===== src/rtl/fetch_issue_ctrl_if.sv =====
// rtl/fetch_issue_ctrl_if.sv - fetch/issue stage bus: program memory, stall block, branch and decode signals
interface fetch_issue_ctrl_if #(
  parameter int ADDR_W = 32,
  parameter int CNT_W  = 16
);
  logic [0:31]       instr_in;
  logic              stall;
  logic              stall_pm;
  logic              branch_taken;
  logic [ADDR_W-1:0] branch_target;
  logic [ADDR_W-1:0] pc;
  logic [0:31]       instr_out;
  logic [0:5]        op;
  logic              valid;
  logic [CNT_W-1:0]  stall_cycles;
  logic [CNT_W-1:0]  bubble_count;

  // Environment side: memory, stall block and execute drive the controls.
  modport master (
    output instr_in, stall, stall_pm, branch_taken, branch_target,
    input  pc, instr_out, op, valid, stall_cycles, bubble_count
  );

  // Fetch/issue stage side.
  modport slave (
    input  instr_in, stall, stall_pm, branch_taken, branch_target,
    output pc, instr_out, op, valid, stall_cycles, bubble_count
  );
endinterface


===== src/rtl/fetch_issue_ctrl.sv =====
// rtl/fetch_issue_ctrl.sv - pc register and instruction issue with bubble, replay and branch redirect
module fetch_issue_ctrl #(
  parameter int               ADDR_W   = 32,
  parameter logic [ADDR_W-1:0] RESET_PC = '0,
  parameter logic [0:31]      NOP      = 32'h00000000,
  parameter int               CNT_W    = 16
) (
  input  logic clk,
  input  logic reset,
  fetch_issue_ctrl_if.slave bus
);

  logic [ADDR_W-1:0] pc_q, pc_d;
  logic [0:31]       instr_q, instr_d;
  logic [0:5]        op_q, op_d;
  logic              valid_q, valid_d;
  logic [CNT_W-1:0]  stall_cnt_q, stall_cnt_d;
  logic [CNT_W-1:0]  bubble_cnt_q, bubble_cnt_d;
  logic              bubble;

  // Next-state selection: branch beats stall beats replay beats normal fetch.
  always_comb begin
    pc_d    = pc_q;
    instr_d = instr_q;
    op_d    = op_q;
    valid_d = valid_q;
    bubble  = 1'b0;
    if (bus.branch_taken) begin
      pc_d    = {bus.branch_target[ADDR_W-1:2], 2'b00};
      instr_d = NOP;
      op_d    = NOP[0:5];
      valid_d = 1'b0;
      bubble  = 1'b1;
    end else if (bus.stall) begin
      instr_d = NOP;
      op_d    = NOP[0:5];
      valid_d = 1'b0;
      bubble  = 1'b1;
    end else if (bus.stall_pm) begin
      // Replay: everything holds, including the issued instruction.
      pc_d = pc_q;
    end else begin
      pc_d    = pc_q + ADDR_W'(4);
      instr_d = bus.instr_in;
      op_d    = bus.instr_in[0:5];
      valid_d = 1'b1;
    end
  end

  // Saturating statistics; stall_cycles counts stall requests even when a branch wins.
  always_comb begin
    stall_cnt_d  = stall_cnt_q;
    bubble_cnt_d = bubble_cnt_q;
    if ((bus.stall || bus.stall_pm) && (stall_cnt_q != '1)) begin
      stall_cnt_d = stall_cnt_q + CNT_W'(1);
    end
    if (bubble && (bubble_cnt_q != '1)) begin
      bubble_cnt_d = bubble_cnt_q + CNT_W'(1);
    end
  end

  // State register; reset discards any pending stall or redirect.
  always_ff @(posedge clk) begin
    if (reset) begin
      pc_q         <= RESET_PC;
      instr_q      <= NOP;
      op_q         <= '0;
      valid_q      <= 1'b0;
      stall_cnt_q  <= '0;
      bubble_cnt_q <= '0;
    end else begin
      pc_q         <= pc_d;
      instr_q      <= instr_d;
      op_q         <= op_d;
      valid_q      <= valid_d;
      stall_cnt_q  <= stall_cnt_d;
      bubble_cnt_q <= bubble_cnt_d;
    end
  end

  assign bus.pc           = pc_q;
  assign bus.instr_out    = instr_q;
  assign bus.op           = op_q;
  assign bus.valid        = valid_q;
  assign bus.stall_cycles = stall_cnt_q;
  assign bus.bubble_count = bubble_cnt_q;

endmodule


===== src/flat_wrapper.sv =====
// flat-port wrapper written by rule: the top's interface ports become plain ports
module fetch_issue_ctrl_flat 
#(
  parameter int               ADDR_W   = 32,
  parameter logic [ADDR_W-1:0] RESET_PC = '0,
  parameter logic [0:31]      NOP      = 32'h00000000,
  parameter int               CNT_W    = 16
)
  (clk, reset, bus_instr_in, bus_stall, bus_stall_pm, bus_branch_taken, bus_branch_target, bus_pc, bus_instr_out, bus_op, bus_valid, bus_stall_cycles, bus_bubble_count);
  fetch_issue_ctrl_if #(.ADDR_W(ADDR_W), .CNT_W(CNT_W)) bus_i ();
  input  logic clk;
  input  logic reset;
  input wire logic [$bits(bus_i.instr_in)-1:0] bus_instr_in;
  input wire logic [$bits(bus_i.stall)-1:0] bus_stall;
  input wire logic [$bits(bus_i.stall_pm)-1:0] bus_stall_pm;
  input wire logic [$bits(bus_i.branch_taken)-1:0] bus_branch_taken;
  input wire logic [$bits(bus_i.branch_target)-1:0] bus_branch_target;
  output wire logic [$bits(bus_i.pc)-1:0] bus_pc;
  output wire logic [$bits(bus_i.instr_out)-1:0] bus_instr_out;
  output wire logic [$bits(bus_i.op)-1:0] bus_op;
  output wire logic [$bits(bus_i.valid)-1:0] bus_valid;
  output wire logic [$bits(bus_i.stall_cycles)-1:0] bus_stall_cycles;
  output wire logic [$bits(bus_i.bubble_count)-1:0] bus_bubble_count;
  assign bus_i.instr_in = bus_instr_in;
  assign bus_i.stall = bus_stall;
  assign bus_i.stall_pm = bus_stall_pm;
  assign bus_i.branch_taken = bus_branch_taken;
  assign bus_i.branch_target = bus_branch_target;
  assign bus_pc = bus_i.pc;
  assign bus_instr_out = bus_i.instr_out;
  assign bus_op = bus_i.op;
  assign bus_valid = bus_i.valid;
  assign bus_stall_cycles = bus_i.stall_cycles;
  assign bus_bubble_count = bus_i.bubble_count;
  fetch_issue_ctrl #(.ADDR_W(ADDR_W), .RESET_PC(RESET_PC), .NOP(NOP), .CNT_W(CNT_W)) u_core (.clk(clk), .reset(reset), .bus(bus_i));
endmodule

===== config.mk =====
export PLATFORM = sky130hd
export DESIGN_NAME = fetch_issue_ctrl_flat
export DESIGN_NICKNAME = d
export VERILOG_FILES = /design/src/rtl/fetch_issue_ctrl_if.sv /design/src/rtl/fetch_issue_ctrl.sv /design/src/flat_wrapper.sv
export SDC_FILE = /design/constraint.sdc
export NUM_CORES = 1
export LEC_CHECK = 0
export BUFFER_PORTS_ARGS = -buffer_cell sky130_fd_sc_hd__buf_2
export CORE_MARGIN = 4
export CORE_UTILIZATION = 40
export DETAILED_ROUTE_END_ITERATION = 6
export GPL_TIMING_DRIVEN = 0
export PLACE_DENSITY = 0.66
export SYNTH_ARGS = -nofsm -noshare
export SYNTH_HDL_FRONTEND = slang
export SYNTH_SLANG_ARGS = --single-unit

===== constraint.sdc =====
create_clock -name clk -period 5 [get_ports clk]
set_input_delay 0.75 -clock clk [delete_from_list [all_inputs] [get_ports clk]]
set_output_delay 0.75 -clock clk [all_outputs]
set_load 0.02 [all_outputs]

== Word level (Yosys, flattened, before mapping) ==
Cells that the tools add are included.

* Add/subtract/negate cells: 3
* Eq/ne operators: 4
* Multiplexer cells: 5
* Bitwise logic cells: 2
* Reductions and logical operators: 7

{| class="wikitable"
|+ Operator list
! operator !! number
|-
| $mux W32 || 3
|-
| $add A16 B1 Y16 const B || 2
|-
| $add A32 B3 Y32 const B || 1
|-
| $ne A16 B16 Y1 const B || 2
|-
| $ne A2 B1 Y1 const B || 2
|-
| $reduce_and A2 Y1 || 2
|-
| $reduce_or A3 Y1 || 1
|-
| $logic_and A1 B1 Y1 || 2
|-
| $mux W1 || 2
|-
| $not A1 Y1 || 2
|-
| $reduce_or A2 Y1 || 1
|-
| $logic_or A1 B1 Y1 || 1
|}

* Flip-flop bits (word level): 103
* Bits of input ports: 69
* Output and inout port bits: 103
* Word-level logic and storage cells: 28

== Logic depth before layout (Yosys ltp) ==
Gate-level depths: netlist of the first run.

* Depth in word-level cells: 4
* Gate-level depth with buffers: 6
* Mapped depth without buffers: 5

== Worst setup path before layout of the first run ==
OpenSTA, ideal clock, no wires.

* Path kind: input -> register
* From: input bus_stall
* To: register u_core.pc_q[30], in the netlist u_core.bus.pc[30]
* Setup time: 91 ps
* Arrival time: 2221 ps
* Data required time: 4909 ps
* Path slack: 2688 ps
* Stages: 4
* Buffers on the path: 0
* Cells stage by stage: nand4bb_4 -> or4_4 -> or4_1 -> a311oi_1

* Cells in the longest elaborated chain, start to end: 2

{| class="wikitable"
|+ RTL lines
! element !! RTL line !! text
|-
| start: declaration || flat_wrapper.sv:14 || <nowiki>input wire logic [$bits(bus_i.stall)-1:0] bus_stall;</nowiki>
|-
| $ne A2 B1 Y1 (no source line) || - ||
|-
| $reduce_and A2 Y1 (no source line) || - ||
|-
| end signal: assignment || fetch_issue_ctrl.sv:72 || <nowiki>pc_q <= pc_d;</nowiki>
|-
| end: declaration || fetch_issue_ctrl.sv:13 || <nowiki>logic [ADDR_W-1:0] pc_q, pc_d;</nowiki>
|}

Every way passes these cells.
A chain may end at the register's enable or synchronous reset.

== Worst setup path after layout of the first run ==
* From: input bus_branch_taken
* To: register u_core.pc_q[23], in the netlist u_core.bus.pc[23]

* Cells in the longest elaborated chain, start to end: 2
* Elaborated cells on any way between the ends: 4

{| class="wikitable"
|+ RTL lines
! element !! RTL line !! text
|-
| start: declaration || flat_wrapper.sv:16 || <nowiki>input wire logic [$bits(bus_i.branch_taken)-1:0] bus_branch_taken;</nowiki>
|-
| $ne A2 B1 Y1 (no source line) || - ||
|-
| $reduce_and A2 Y1 (no source line) || - ||
|}

Parallel ways exist; a longest one is shown, timed or not.

==> results of run 1 <==
==> layout make-up <==
type	instances	area share, %
Sequential cell	95	31.2
Multi-Input combinational cell	396	42.8
Buffer	43	3.18
Tap cell	143	2.93
Clock inverter	7	1.60
Inverter	16	0.984
Timing Repair Buffer	166	13.6
Clock buffer	9	3.69
==> power breakdown <==
| group | total (mW) | internal [mW] | leakage, nW | switching [mW] |
|---|---|---|---|---|
| combinational | 0.209 | 0.0847 | 1.72 | 0.125 |
| clock | 0.747 | 0.439 | 0.152 | 0.308 |
| sequential | 0.817 | 0.784 | 0.775 | 0.0330 |
| total | 1.77 | 1.31 | 2.64 | 0.466 |
==> synthesized netlist by cell type (3+ instances only) <==
cell,n
dfxtp_1,95
nor2_1,84
mux2i_1,37
clkbuf_1,29
nand3_1,25
a21oi_1,20
a211oi_1,19
mux2_2,19
nand2_1,19
inv_1,16
nor2b_1,16
o31ai_1,16
or4_1,16
nand4_1,15
nor4_1,14
a311oi_1,11
o21ai_0,11
buf_4,8
and3_1,7
and4_1,7
or3_1,6
xor2_1,6
buf_1,4
nand2b_1,4
nor3b_1,4
xnor2_1,4
a2111oi_0,3
a221oi_1,3
and2_1,3
ha_1,3
nor3_1,3
or2_2,3
==> cell families after synthesis <==
| family | count (synthesis) | synth area share, % |
|---|---|---|
| compound gates | 93 | 13.7 |
| xor+xnor | 10 | 1.84 |
| other cells | 1 | 0.0787 |
| fa+ha+maj | 3 | 0.788 |
| buf+inv | 59 | 5.33 |
| mux | 56 | 12.3 |
| simple gates | 232 | 26.1 |
| flops | 95 | 39.9 |
==> flip-flops by register name (all words and copies together), names as in the netlist <==
name                     cells
u_core.bus.stall_cycles     16
u_core.bus.op                6
u_core.bus.valid             1
u_core.bus.bubble_count     16
u_core.bus.pc               30
u_core.bus.instr_out        26
==> tightest hold or removal path, stage by stage (launching register included) <==
cell	delay, ns
dfxtp_1	0.31
inv_1	0.04
a21oi_1	0.05
==> layer usage <==
layer | up-vias | GRT usage (%) | routed length [um]
met5 | - | 0 | 7
met4 | 2 | 9.10 | 393
met3 | 34 | 3.96 | 855
met2 | 151 | 32.1 | 6760
met1 | 2170 | 24.3 | 6050
li1 | 2372 | - | -
==> per-stage QoR <==
step                power [mW]  instances
finish                    1.77        875
floorplan                0.956        550
global placement          1.04        859
global route              1.84        875
detailed placement        1.04        859
CTS                       1.79        875
==> worst min path at each step <==
stage,slack (ns),cells after the start,end,start
3_3_place_gp,0.44,2,u_core.bus.valid$_SDFFE_PP0N_,u_core.bus.valid$_SDFFE_PP0N_
3_5_place_dp,0.44,2,u_core.bus.valid$_SDFFE_PP0N_,u_core.bus.valid$_SDFFE_PP0N_
6_report,0.45,2,u_core.bus.valid$_SDFFE_PP0N_,u_core.bus.valid$_SDFFE_PP0N_
4_1_cts,0.45,2,u_core.bus.valid$_SDFFE_PP0N_,u_core.bus.valid$_SDFFE_PP0N_
5_1_grt,0.47,2,u_core.bus.valid$_SDFFE_PP0N_,u_core.bus.valid$_SDFFE_PP0N_
2_1_floorplan,0.53,2,u_core.bus.valid$_SDFFE_PP0N_,u_core.bus.valid$_SDFFE_PP0N_
==> flow_summary.json, run 1 <==
{
  "die_area_um2": 13700,
  "tightest_slew_ns": 0.777,
  "critPathMaxFanout": 10,
  "cts_buffers": 9,
  "nets": 799,
  "post_cts_buffers": 0,
  "drc_errors": 0,
  "setup_tns_ns": 0,
  "final.fill_count": 1127,
  "gp_congestion": 0.810,
  "register_area_um2": 1900,
  "die_w_um": 117,
  "r2r_cells": 5,
  "critical_path.slowest_cell": "clkbuf_1",
  "regToRegStartpoint": "u_core.bus.pc[2]$_SDFFE_PP0P_",
  "vias": 4729,
  "max-vdd-ir-drop_mv": 0.170,
  "powerDensity_nw_per_um2": 291,
  "ctsResizeCount": 0,
  "grt_pass1_wl_um": 21000,
  "post-route-min-period_ns": 2.28,
  "skew_ns": 0.00569,
  "grt_max_degree": 17,
  "vias_per_cell": 5.40,
  "insertion_delay_ns": 0.35,
  "num_io_pins": 172,
  "start_kind": "input pin",
  "cts_tree": "built",
  "cts_num_sinks": 95,
  "die_y_um": 117,
  "final_util_pct": 53.0,
  "diodes": 0,
  "final_layout_size_suffix_gt1_share_pct": 30.1,
  "critPathCaptureType": "register",
  "worstPathRequired_ns": 5.25,
  "ctsLongestPathBuffers": 2,
  "final.period_utilization_pct": 45.6,
  "netlist_area_um2": 4770,
  "cts-root-buf": "clkbuf_16",
  "ys_ff_latch": 95,
  "port-buffer-count": 166,
  "syn_avg_cell_area_um2": 8.68,
  "worstPathCellList": "buf_2 -> clkbuf_1 -> inv_1 -> clkbuf_1 -> clkbuf_1 -> nor2_1 -> a311oi_1",
  "cts.hold.buffers_added": 0,
  "fin_area_um2": 6100,
  "syn_to_final_growth_pct": 28.0,
  "r2r_end": "u_core.bus.pc[28]$_SDFFE_PP0P_",
  "yosys_warnings": 0,
  "dpl_cell_area_um2": 5780,
  "path_class": "in2reg",
  "grt_usage_pct": 19.4,
  "maxSlewViolCount": 0,
  "drtIter0Drc": 343,
  "cp_slowest_stage_delay_ns": 0.49,
  "multi_input_area_um2": 2610,
  "hold_violations": 0,
  "start_util_pct": 41.4,
  "async_flop_share_pct": 0,
  "startpoint": "bus_branch_taken",
  "routed_wl_um": 14100,
  "path_common_cell": "clkbuf_1",
  "rsz0062_at_grt": "false",
  "cap_viol_max_count": 0,
  "first_pass_iters": 4,
  "detail-route-antenna-nets": 0,
  "yosys.area.top_type": "dfxtp_1",
  "dp_slack_ns": 2.38,
  "synth_top_area_share_pct": 39.9,
  "status": "completed",
  "synthFlopType": "dfxtp_1",
  "max_freq_ghz": 0.438,
  "synth_edf_count": 0,
  "ys_top_cells_by_area": "dfxtp_1, mux2i_1, nor2_1",
  "hpwl_um": 10700,
  "reg2reg_slack_ns": 2.81,
  "grt_pass1_vias": 4348,
  "gr-total-overflow": 0,
  "crit_cells": 7,
  "cp.buffers_inverters": 5,
  "row_count": 39,
  "ctsHtreeMaxLevel": 3,
  "setup-violations-final": 0,
  "critPathTopFamily": "buffers and inverters",
  "clk_pin_slew_ns": 0.07,
  "ys_seq_area_share_pct": 39.9,
  "slew_headroom_pct": 47.7,
  "layout_common_cells": "buf_2, dfxtp_1, nor2_1",
  "synth_cells": 549,
  "antenna_found_initial": 1,
  "whs_ns": 0.447,
  "core_area_um2": 11500,
  "hp-class": "reg2reg",
  "synth.distinct_cells": 48,
  "worstPathArrival_ns": 2.53,
  "setup_slack_ns": 2.72,
  "p_leak_nw": 2.64,
  "endpoint": "u_core.bus.pc[23]$_SDFFE_PP0P_",
  "layout_commonest_cell": "buf_2",
  "drt-wirelength-per-cell_um": 16.1
}
Note: power is estimated with default switching activity, not from simulation.
==> inputs of run 2 (changes only) <==
- PLACE_DENSITY: 0.66 -> 0.68
- clock period: 5 -> 1.9 ns (I/O delays scaled with it)
==> run 2 against run 1 <==
Net effect:
- the run now ends with setup timing left
- combinational power increased to 2.7 times the previous value
- clock skew rose by 0.0074 ns
- via count rose by 4.4%
- critical path type is now reg2reg
- largest cell class unchanged
==> flow_summary.json, run 2 (synthesized netlist as in run 1, its figures left out) <==
{
  "status": "finished, violations left",
  "grt_pass1_wl_um": 21700,
  "detail-route-antenna-nets": 0,
  "clkPwrFrac_pct": 40.3,
  "path_class": "reg2reg",
  "drt-wirelength-per-cell_um": 16.3,
  "vias": 4936,
  "p_int_mw": 3.33,
  "routed_wl_um": 14400,
  "violations": "setup timing",
  "setup_slack_ns": -0.0265,
  "cts_buffers": 9,
  "start_kind": "register",
  "gp_congestion": 0.876,
  "worstPathRequired_ns": 2.15,
  "port-buffer-count": 166,
  "cap_viol_max_count": 0,
  "skew_ns": 0.0131,
  "critPathMaxFanout": 4,
  "layoutNonFillerInstCount": 884,
  "drc_errors": 0,
  "diodes": 0,
  "vias_per_cell": 5.58,
  "final_util_pct": 55.0,
  "first_pass_iters": 5,
  "final_layout_size_suffix_gt1_share_pct": 37.0,
  "final.period_utilization_pct": 101,
  "cts_tree": "built",
  "gr-total-overflow": 0,
  "antenna_found_initial": 0,
  "grt_pass1_vias": 4531,
  "p_seq_share_pct": 47.2,
  "cts_num_sinks": 95,
  "whs_ns": 0.167,
  "tightest_slew_ns": 0.696,
  "setup_tns_ns": -0.0265,
  "slew_headroom_pct": 53.6,
  "grt_usage_pct": 19.7,
  "start_util_pct": 41.4,
  "drtIter0Drc": 269,
  "p_leak_nw": 2.74,
  "cp_slowest_stage_delay_ns": 0.47,
  "power.switching_mw": 1.23,
  "grt_max_degree": 17,
  "hpwl_um": 10900,
  "powerDensity_nw_per_um2": 721,
  "cts-root-buf": "clkbuf_16",
  "hp-class": "in2reg",
  "p_sw_share_pct": 27.1,
  "setup-violations-final": 1,
  "maxSlewViolCount": 0,
  "die_area_um2": 13700,
  "nets": 808,
  "critical_path.slowest_cell": "or3_4",
  "layout_commonest_cell": "buf_2",
  "max-vdd-ir-drop_mv": 0.422,
  "critPathCaptureType": "register",
  "dp.cells": 859,
  "rsz0062_at_grt": "true",
  "layout_common_cells": "buf_2, nor2_1, dfxtp_1",
  "die_w_um": 117,
  "die_y_um": 117,
  "syn_to_final_growth_pct": 32.8,
  "worstPathArrival_ns": 2.18,
  "max_freq_ghz": 0.519,
  "largest_reg_flops": 30,
  "critPathTopFamily": "simple AND/OR/NAND/NOR gates",
  "power_frac_comb_pct": 12.5,
  "post-route-min-period_ns": 1.93,
  "insertion_delay_ns": 0.35,
  "ctsHtreeMaxLevel": 3,
  "hold_violations": 0,
  "row_count": 39,
  "worstPathCellList": "ha_4 -> nand4_1 -> or3_4 -> or4_4 -> a311oi_2",
  "core_area_um2": 11500,
  "dp_slack_ns": -0.273,
  "clk_pin_slew_ns": 0.07,
  "num_io_pins": 172,
  "ctsLongestPathBuffers": 2,
  "cp.buffers_inverters": 0
}
-- run 2: changes by cell type in the layout (fill, tap and decap cells not counted), sizes merged --
cell,delta
buf,+12
clkbuf,-2
inv,+3
bufinv,-1
clkinvlp,-2
clkinv,-1
-- run 2: layout make-up --
cell class	count	area (um2)
Fill cell	1078	5190
Multi-Input combinational cell	396	2730
Sequential cell	95	1950
Timing Repair Buffer	178	921
Clock buffer	10	229
Buffer	40	190
Tap cell	143	179
Clock inverter	6	66.3
Inverter	16	60.1
-- run 2: repair_timing --
item / 4_1_cts / 5_1_grt
buffers inserted: 7 / 5
endpoints found under the setup margin: 15 / 47
pin swaps: 6 / 7
hold buffers: 0 / 0
resized for setup: 15 / 32
-- run 2: path summary, 6_finish.rpt --
kind	slack (ns)	end	cells after the start	from
min	0.17	u_core.bus.pc[2]$_SDFFE_PP0P_	3	bus_branch_target[2]
max	-0.03	u_core.bus.pc[24]$_SDFFE_PP0P_	5	u_core.bus.pc[2]$_SDFFE_PP0P_
min reg2reg	0.46	u_core.bus.valid$_SDFFE_PP0N_	2	u_core.bus.valid$_SDFFE_PP0N_
max reg2reg	-0.03	u_core.bus.pc[24]$_SDFFE_PP0P_	5	u_core.bus.pc[2]$_SDFFE_PP0P_
-- run 2: stage by stage --
stage / cell area [um2] / total power, mW
after global placement: 5800 / 2.73
after floorplan: 4790 / 2.52
after CTS: 6190 / 4.59
after detailed placement: 5800 / 2.75
after global routing: 6330 / 4.75
final: 6330 / 4.56
-- run 2: power groups by stage --
stage	clock [mW]	sequential [mW]	combinational, mW
after detailed placement	0	2.20	0.552
after floorplan	0	2.27	0.253
after global placement	0	2.19	0.541
after CTS	1.88	2.15	0.556
final	1.84	2.15	0.569
after global routing	1.96	2.16	0.625
-- run 2: tightest hold or removal path, delay by kind of cell --
kind	cells	cell delay, ns
and+or+nand+nor	1	0.07
buffers and inverters	1	0.08
muxes	1	0.05
-- run 2: per-layer routing --
metal	track usage, %	vias to the layer above	wire length [um]
met2	33.0	185	7220
met5	0	-	0
met4	8.56	0	325
li1	-	2388	-
met3	3.14	25	780
met1	25.2	2338	6120
